==> src/rtl/servo_ramp_ctrl.sv <==
// Servo position ramp controller: steps pos_out toward a commanded target once per PWM frame.
// Define SERVO_RAMP_HOME_EN to add an idle timeout that ramps back to RESET_POS.
module servo_ramp_ctrl #(
    parameter int unsigned FRAME_LEN     = 1500,
    parameter int unsigned STEP          = 1,
    parameter int unsigned POS_MIN       = 0,
    parameter int unsigned POS_MAX       = 255,
    parameter int unsigned RESET_POS     = 75,
    parameter int unsigned SETTLE_FRAMES = 4,
    parameter int unsigned IDLE_FRAMES   = 50
) (
    input  logic       clkin,
    input  logic       rstn,
    input  logic       cmd_valid,
    input  logic [7:0] cmd_pos,
    output logic       cmd_ready,
    output logic [7:0] pos_out,
    output logic       frame_tick,
    output logic       busy
);

    if (FRAME_LEN < 2 || FRAME_LEN > 8191 || STEP < 1 || STEP > 255 ||
        POS_MAX > 255 || POS_MIN > POS_MAX || RESET_POS < POS_MIN || RESET_POS > POS_MAX ||
        SETTLE_FRAMES > 255 || IDLE_FRAMES < 1 || IDLE_FRAMES > 65535) begin : g_param_check
        $fatal(1, "servo_ramp_ctrl: illegal parameter set");
    end

    typedef enum logic [1:0] {
        StIdle,
        StRamp,
        StSettle
    } state_e;

    localparam logic [12:0] FrameLast  = 13'(FRAME_LEN - 1);
    localparam logic [8:0]  PosMin9    = 9'(POS_MIN);
    localparam logic [8:0]  PosMax9    = 9'(POS_MAX);
    localparam logic [7:0]  ResetPos   = 8'(RESET_POS);
    localparam logic [8:0]  Step9      = 9'(STEP);
    localparam logic [7:0]  SettleInit = 8'(SETTLE_FRAMES);

    state_e      state_q, state_d;
    logic [12:0] cnt_q, cnt_d;
    logic        frame_tick_q, frame_tick_d;
    logic [7:0]  pos_q, pos_d;
    logic [7:0]  target_q, target_d;
    logic [7:0]  settle_q, settle_d;

    logic        accept;
    logic        start;
    logic [7:0]  start_target;
    logic [7:0]  cmd_clamped;
    logic [8:0]  cmd9;
    logic [8:0]  below_min;
    logic [8:0]  above_max;
    logic [8:0]  pos9, tgt9, diff9, stepped9;

`ifdef SERVO_RAMP_HOME_EN
    localparam logic [15:0] IdleLimit = 16'(IDLE_FRAMES);
    logic [15:0] idle_q, idle_d;
    logic        timeout;
`endif

    assign cmd_ready  = (state_q == StIdle);
    assign busy       = (state_q != StIdle);
    assign pos_out    = pos_q;
    assign frame_tick = frame_tick_q;
    assign accept     = cmd_valid & cmd_ready;

    // The tick flop is loaded with the compare of the next count, so it is high
    // exactly while cnt_q sits at FRAME_LEN-1.
    always_comb begin
        cnt_d        = (cnt_q == FrameLast) ? 13'd0 : cnt_q + 13'd1;
        frame_tick_d = (cnt_d == FrameLast);
    end

    // Clamp via sign bits of 9-bit differences to avoid constant-range compares.
    always_comb begin
        cmd9      = {1'b0, cmd_pos};
        below_min = cmd9 - PosMin9;
        above_max = PosMax9 - cmd9;
        if (below_min[8]) begin
            cmd_clamped = PosMin9[7:0];
        end else if (above_max[8]) begin
            cmd_clamped = PosMax9[7:0];
        end else begin
            cmd_clamped = cmd_pos;
        end
    end

    // One ramp step at 9 bits: never wraps and never passes the target.
    always_comb begin
        pos9 = {1'b0, pos_q};
        tgt9 = {1'b0, target_q};
        if (tgt9 > pos9) begin
            diff9    = tgt9 - pos9;
            stepped9 = (diff9 <= Step9) ? tgt9 : pos9 + Step9;
        end else begin
            diff9    = pos9 - tgt9;
            stepped9 = (diff9 <= Step9) ? tgt9 : pos9 - Step9;
        end
    end

`ifdef SERVO_RAMP_HOME_EN
    assign timeout      = (state_q == StIdle) && (idle_q == IdleLimit) && !cmd_valid;
    assign start        = accept | timeout;
`else
    assign start        = accept;
`endif
    assign start_target = accept ? cmd_clamped : ResetPos;

    always_comb begin
        state_d  = state_q;
        pos_d    = pos_q;
        target_d = target_q;
        settle_d = settle_q;
`ifdef SERVO_RAMP_HOME_EN
        idle_d   = idle_q;
`endif
        case (state_q)
            StIdle: begin
`ifdef SERVO_RAMP_HOME_EN
                if (frame_tick_q) begin
                    idle_d = idle_q + 16'd1;
                end
`endif
                if (start) begin
                    target_d = start_target;
                    settle_d = SettleInit;
                    state_d  = (start_target != pos_q) ? StRamp : StSettle;
`ifdef SERVO_RAMP_HOME_EN
                    idle_d   = 16'd0;
`endif
                end
            end
            StRamp: begin
                if (frame_tick_q) begin
                    pos_d = stepped9[7:0];
                    if (stepped9[7:0] == target_q) begin
                        state_d  = StSettle;
                        settle_d = SettleInit;
                    end
                end
            end
            StSettle: begin
                if (frame_tick_q) begin
                    if (settle_q == 8'd0) begin
                        state_d = StIdle;
                    end else begin
                        settle_d = settle_q - 8'd1;
                    end
                end
            end
            default: state_d = StIdle;
        endcase
    end

    always_ff @(posedge clkin or posedge rstn) begin
        if (rstn) begin
            state_q      <= StIdle;
            cnt_q        <= 13'd0;
            frame_tick_q <= 1'b0;
            pos_q        <= ResetPos;
            target_q     <= ResetPos;
            settle_q     <= 8'd0;
`ifdef SERVO_RAMP_HOME_EN
            idle_q       <= 16'd0;
`endif
        end else begin
            state_q      <= state_d;
            cnt_q        <= cnt_d;
            frame_tick_q <= frame_tick_d;
            pos_q        <= pos_d;
            target_q     <= target_d;
            settle_q     <= settle_d;
`ifdef SERVO_RAMP_HOME_EN
            idle_q       <= idle_d;
`endif
        end
    end

endmodule

==> config.mk <==
export PLATFORM = sky130hd
export DESIGN_NAME = servo_ramp_ctrl
export DESIGN_NICKNAME = d
export VERILOG_FILES = /design/src/rtl/servo_ramp_ctrl.sv
export SDC_FILE = /design/constraint.sdc
export NUM_CORES = 1
export LEC_CHECK = 0
export CAP_MARGIN = 30
export CELL_PAD_IN_SITES_DETAIL_PLACEMENT = 1
export CELL_PAD_IN_SITES_GLOBAL_PLACEMENT = 2
export CORE_MARGIN = 4
export CORE_UTILIZATION = 37
export DETAILED_ROUTE_END_ITERATION = 10
export PLACE_DENSITY = 0.79
export REMOVE_ABC_BUFFERS = 1
export SYNTH_ARGS = -nofsm -noshare
export SYNTH_HDL_FRONTEND = slang
export SYNTH_SLANG_ARGS = --single-unit
==> constraint.sdc <==
create_clock -name clkin -period 4.9 [get_ports clkin]
set_input_delay 0.98 -clock clkin [delete_from_list [all_inputs] [get_ports clkin]]
set_output_delay 0.98 -clock clkin [all_outputs]
set_load 0.02 [all_outputs]
# Yosys cells after proc, flatten, opt, wreduce, memory -nomap -nowiden
# Cells that the tools add are included.
[word_totals]
register_bits = 40
input_bits = 11
output_inout_bits = 11
wordCells = 56
[classes]
addsub = 7
n_lt_le_gt_ge = 3
n_eq_ne = 12
muxes = 19
bitwise_logic = 1
reduce_logical = 8
[ops]
columns = ["op", "n"]
rows = [
  ["8-bit 2-to-1 mux", 10],
  ["13-bit by 11-bit equality test with 1-bit output (second input constant)", 2],
  ["8-bit case mux with 3 select lines", 1],
  ["9-bit by 1-bit less-or-equal comparator with 1-bit output (second input constant)", 2],
  ["8-bit by 8-bit subtractor with 9-bit output", 2],
  ["8-bit by 1-bit subtractor with 8-bit output (second input constant)", 2],
  ["13-bit by 1-bit adder with 13-bit output (second input constant)", 1],
  ["13-bit 2-to-1 mux", 1],
  ["2-bit 2-to-1 mux", 6],
  ["2-bit inequality test (second input constant)", 5],
  ["8-bit by 8-bit subtractor with 9-bit output (first input constant)", 1],
  ["8-bit by 1-bit adder with 8-bit output (second input constant)", 1],
  ["8-bit equality test", 1],
  ["8-bit greater-than comparator", 1],
  ["8-bit logical NOT", 1],
  ["8-bit inequality test", 1],
  ["2-bit case mux with 3 select lines", 1],
  ["6-bit AND reduction", 1],
  ["5-bit AND reduction", 1],
  ["2-bit AND reduction", 2],
  ["3-bit nonzero test", 1],
  ["2-bit by 1-bit equality test with 1-bit output (second input constant)", 1],
  ["2-bit equality test (second input constant)", 1],
  ["2-bit logical NOT", 1],
  ["other kinds (3)", 3],
]

# Logic depth before layout (Yosys ltp)
# Gate-level depths: netlist (run 1).
[logic_depth]
ltp_word = 8
ltp_mapped = 14
mapped_depth_nobuf = 12

# Least setup slack after synthesis (run 1)
# Ideal clock, no wire load.
[synth_path]
path_type = "reg2reg"
startpoint = "register pos_q[4] (netlist: pos_out[4])"
endpoint = "register pos_q[3] (netlist: pos_out[3])"
setup_ps = 82
arrival_time_ps = 3654
t_required_ps = 4818
path_slack_ps = 1164
stages_incl_launch_ff = 11
n_path_buf = 2
period_less_slack_ps = 3736
path_cell_list = "dfrtp_1 > clkbuf_1 > clkinv_1 > ha_1 > clkbuf_1 > or4b_1 > a211o_1 > o31a_4 > and3_1 > mux4_2 > a211o_1"
[synth_via]
elab_chain_len = 4
elab_cells_between_ends = 8
cone_classes = "2 x add/sub; 3 x order compare; 3 x mux"
[synth_lines]
columns = ["element", "line", "text"]
rows = [
  ["start: declaration", "44", "logic [7:0] pos_q, pos_d;"],
  ["start signal: assignment", "162", "pos_q <= ResetPos;"],
  ["start signal: assignment", "172", "pos_q <= pos_d;"],
  ["8-bit by 8-bit subtractor with 9-bit output, on equally long branches", "98, 95", ""],
  ["9-bit by 1-bit less-or-equal comparator with 1-bit output, on equally long branches", "99, 96", ""],
  ["8-bit 2-to-1 mux, on equally long branches", "99, 96", ""],
  ["8-bit 2-to-1 mux (*)", "94", "if (tgt9 > pos9) begin"],
]
# Every way passes the cells marked *; elsewhere a longest branch is shown, timed or not.
# A chain may end at the register's enable or synchronous reset.

# Final worst setup path (run 1)
[layout_path]
startpoint = "register pos_q[5] (netlist: pos_out[5])"
endpoint = "register state_q[0]"
[layout_via]
elab_chain_len = 7
elab_cells_between_ends = 17
cone_classes = "4 x add/sub; 3 x order compare; 3 x eq/ne; 6 x mux; 1 x reduce/logical"
[layout_lines]
columns = ["element", "line", "text"]
rows = [
  ["8-bit by 8-bit subtractor with 9-bit output, on equally long branches", "98, 95", ""],
  ["9-bit by 1-bit less-or-equal comparator with 1-bit output, on equally long branches", "99, 96", ""],
  ["8-bit 2-to-1 mux, on equally long branches", "99, 96", ""],
  ["8-bit 2-to-1 mux", "94", ""],
  ["8-bit equality test", "138", "if (stepped9[7:0] == target_q) begin"],
  ["2-bit inequality test (no line)", "-", ""],
  ["5-bit AND reduction (no line)", "-", ""],
  ["end signal: assignment", "159", "state_q <= StIdle;"],
  ["end signal: assignment", "169", "state_q <= state_d;"],
  ["end: declaration", "41", "state_e state_q, state_d;"],
]
# Several ways; a longest one is shown, not always the timed one. The select of a mux whose other input is x is not followed.

==> flow_metrics.env, run 1 <==
export IMPL_synth_seq_area_share_pct=28.3
export IMPL_ys_warn_count=0
export IMPL_setup_violations_final=0
export IMPL_min_to="cnt_q[0]$_DFF_PP0_"
export IMPL_h_tree_depth=2
export IMPL_startpoint_type="flip-flop"
export IMPL_areaGrowthSynthToFinish_pct=12.0
export IMPL_critPathArrivalTime_ps=4370
export IMPL_cts_root_buf="clkbuf_8"
export IMPL_dp_cells=556
export IMPL_drt_pass1_iter_count=4
export IMPL_fp_row_count=35
export IMPL_clock_sinks=40
export IMPL_start_util_pct=38.3
export IMPL_drt_wl_total_mm=10.9
export IMPL_rr_worst_depth=10
export IMPL_grt_total_usage_pct=20.1
export IMPL_grt_start_max_net_pins=25
export IMPL_drv_cap=0
export IMPL_hp_start="cnt_q[0]$_DFF_PP0_"
export IMPL_post_drt_wl_per_cell_um=19.4
export IMPL_fmax_ghz=0.236
export IMPL_synthFlopType="dfrtp_1"
export IMPL_synthCells=422
export IMPL_layout_common_cells="33 x nor2_1, 32 x dfrtp_1, 28 x inv_1, 28 x a21oi_1, 24 x xnor2_1"
export IMPL_final_common_cell="nor2_1"
export IMPL_die_area_um2=11300
export IMPL_register_area_um2=1010
export IMPL_synth_edf_count=0
export IMPL_timing_final_crit_share_pct=86.4
export IMPL_clk_latency_ps=300
export IMPL_path_cells="clkinv_1 -> ha_1 -> a21oi_1 -> o21ai_1 -> or4b_1 -> a211o_1 -> nor3_2 -> o32ai_1 -> o31ai_1 -> o21ai_0"
export IMPL_io_pins=22
export IMPL_cpPeakStageDelay_ps=620
export IMPL_setup_tns_ps=0
export IMPL_r2r_start="pos_out[5]$_DFFE_PP0P_"
export IMPL_worstMarginPinSlew_ps=760
export IMPL_cts_resized=0
export IMPL_grt_antenna_before_repair=0
export IMPL_via_count=3297
export IMPL_clockBufferDepth=2
export IMPL_finalHoldViolations=0
export IMPL_core_area_um2=9330
export IMPL_ys_ff_latch=40
export IMPL_die_y_um=106
export IMPL_fillers=1100
export IMPL_diodes=0
export IMPL_syn_avg_cell_area_um2=8.46
export IMPL_portBuffers=21
export IMPL_hp_class="flip-flop to flip-flop"
export IMPL_required_ps=5040
export IMPL_cts_tree="built"
export IMPL_die_w_um=106
export IMPL_worst_path_max_delay_cell="o31ai_1"
export IMPL_fin_skew_ps=14.3
export IMPL_drc=0
export IMPL_synth_cell_types=72
export IMPL_cts_buffers=5
export IMPL_power_density_nw_per_um2=164
export IMPL_async_reset_ff_share_pct=100
export IMPL_hpwl_mm=8.35
export IMPL_ir_drop_uv=131
export IMPL_ctsHoldBuffers=0
export IMPL_cp_end_kind="flip-flop"
export IMPL_syn_area_um2=3570
export IMPL_place_congestion=0.883
export IMPL_outcome="complete, no violations"
export IMPL_drv_slew=0
export IMPL_viasPerCell=5.85
export IMPL_finalCriticalPeriod_ps=4230
export IMPL_cellLeakagePower_nw=1.68
export IMPL_whs_path_depth=1
export IMPL_dr_first_iter_drc_count=138
export IMPL_fin_nets=469
export IMPL_multi_input_area_um2=2360
export IMPL_critPathKind="flip-flop to flip-flop"
export IMPL_drive_above_1_share_pct=8.97
export IMPL_r2r_slack_ps=670
export IMPL_cp_max_fo=12
export IMPL_path_clk_slew_ps=90
export IMPL_ant_nets=0
export IMPL_rr_endpoint="state_q[0]$_DFFE_PP0P_"
export IMPL_grt_overflow_total=0
export IMPL_grt_pass1_wl_mm=18.3
export IMPL_finalNonFillerCells=564
export IMPL_postCtsSetupRepairBufs=0
export IMPL_grt_pass1_vias=3381
export IMPL_rsz0062_at_grt="false"
export IMPL_max_slew_margin_pct=49.2
[cell type report]
cell class	instances	share of cell area (%)
Tap cell	129	4.04
Multi-Input combinational cell	333	59.0
Clock inverter	2	0.970
Timing Repair Buffer	24	5.82
Clock buffer	6	2.07
Sequential cell	40	25.3
Inverter	30	2.82
[routing by layer]
| layer | part of all wire, % | vias up | track usage (%) |
|---|---|---|---|
| met4 | 1.3 | 0 | 4.26 |
| met3 | 3.5 | 10 | 2.61 |
| met1 | 49 | 1649 | 28.7 |
| met2 | 47 | 62 | 32.4 |
| met5 | 0 | - | 0 |
| li1 | - | 1576 | - |
[per-stage QoR]
| step | setup slack, ps | hold slack [ps] | area (µm²) | total power [mW] | util [%] |
|---|---|---|---|---|---|
| floorplan | 1230 | 456 | 3480 | 0.344 | - |
| global placement | 953 | 490 | 3880 | 0.359 | 41.6 |
| detailed placement | 721 | 498 | 3880 | 0.359 | 41.6 |
| CTS | 704 | 513 | 4000 | 0.663 | 42.9 |
| global route | 188 | 541 | 4000 | 0.679 | 42.9 |
| finish | 667 | 502 | 4000 | 0.654 | 42.9 |
[logic make-up (layout without fill, tap and decap cells)]
| family | Yosys count | count (layout) | synth area share, % |
|---|---|---|---|
| mux | 10 | 10 | 3.40 |
| simple gates | 146 | 146 | 22.1 |
| buf+inv | 49 | 62 | 5.61 |
| compound gates | 111 | 111 | 21.5 |
| fa+ha+maj | 24 | 24 | 8.83 |
| xor+xnor | 42 | 42 | 10.3 |
| flops | 40 | 40 | 28.3 |
[flip-flops by register name (all words and copies together), names as in the netlist]
| name | flops |
|---|---|
| state_q | 2 |
| target_q | 8 |
| pos_out | 8 |
| settle_q | 8 |
| frame_tick | 1 |
| cnt_q | 13 |
[cells in the mapped netlist (all sizes together) (3+ instances only)]
library cell / instances / area [µm²]
o211ai: 4 / 30.0
nand3b: 3 / 22.5
xnor2: 24 / 210
o22ai: 5 / 31.3
xor2: 18 / 158
a221oi: 4 / 35.0
or2: 3 / 18.8
nor3: 12 / 65.1
ha: 22 / 275
clkbuf: 14 / 52.6
o32a: 3 / 30.0
o32ai: 3 / 26.3
inv: 28 / 105
a211oi: 5 / 37.5
mux2: 7 / 78.8
o21ai: 18 / 90.1
nand2b: 4 / 25.0
a31oi: 7 / 43.8
buf: 5 / 35.0
and3: 9 / 56.3
a21oi: 28 / 140
nor2: 33 / 124
nor3b: 3 / 22.5
a211o: 3 / 26.3
o2111ai: 3 / 26.3
nor4: 8 / 62.6
nand3: 19 / 95.1
a22oi: 4 / 30.0
a21o: 3 / 22.5
nor4b: 3 / 26.3
nand4: 9 / 56.3
nand2: 24 / 92.6
dfrtp: 32 / 801
nor2b: 4 / 25.0
o31ai: 5 / 37.5
dfstp: 8 / 210
[where the power goes]
| group | switching (mW) | total (mW) | internal, mW |
|---|---|---|---|
| clock | 0.135 | 0.302 | 0.167 |
| sequential | 0 | 0.330 | 0.330 |
| combinational | 0.0124 | 0.0220 | 0.00953 |
| total | 0.147 | 0.654 | 0.507 |
[how the worst max path moves through the flow]
stage | startpoint | slack, ps | cells past startpoint | end
floorplan | pos_out[5]$_DFFE_PP0P_ | 1230 | 10 | pos_out[3]$_DFFE_PP1P_
global placement | pos_out[4]$_DFFE_PP0P_ | 950 | 9 | settle_q[2]$_DFFE_PP0P_
detailed placement | pos_out[4]$_DFFE_PP0P_ | 720 | 9 | settle_q[2]$_DFFE_PP0P_
CTS | pos_out[4]$_DFFE_PP0P_ | 700 | 10 | state_q[0]$_DFFE_PP0P_
global route | pos_out[4]$_DFFE_PP0P_ | 190 | 10 | state_q[0]$_DFFE_PP0P_
finish | pos_out[5]$_DFFE_PP0P_ | 670 | 10 | state_q[0]$_DFFE_PP0P_
[critical path, delay by kind of cell, from the launching register on]
kind,cells,cell delay [ps]
simple gates,2,800
fa+ha+maj,1,600
flops,1,590
buf+inv,1,320
compound gates,6,1760
Note: power is estimated with default switching activity, not from simulation.
==> run 2, diff against run 1 <==
Settings changed: CAP_MARGIN 30 to 20.
==> results of run 2 <==
Final layout, timing and power as in run 1 (identical DEF).
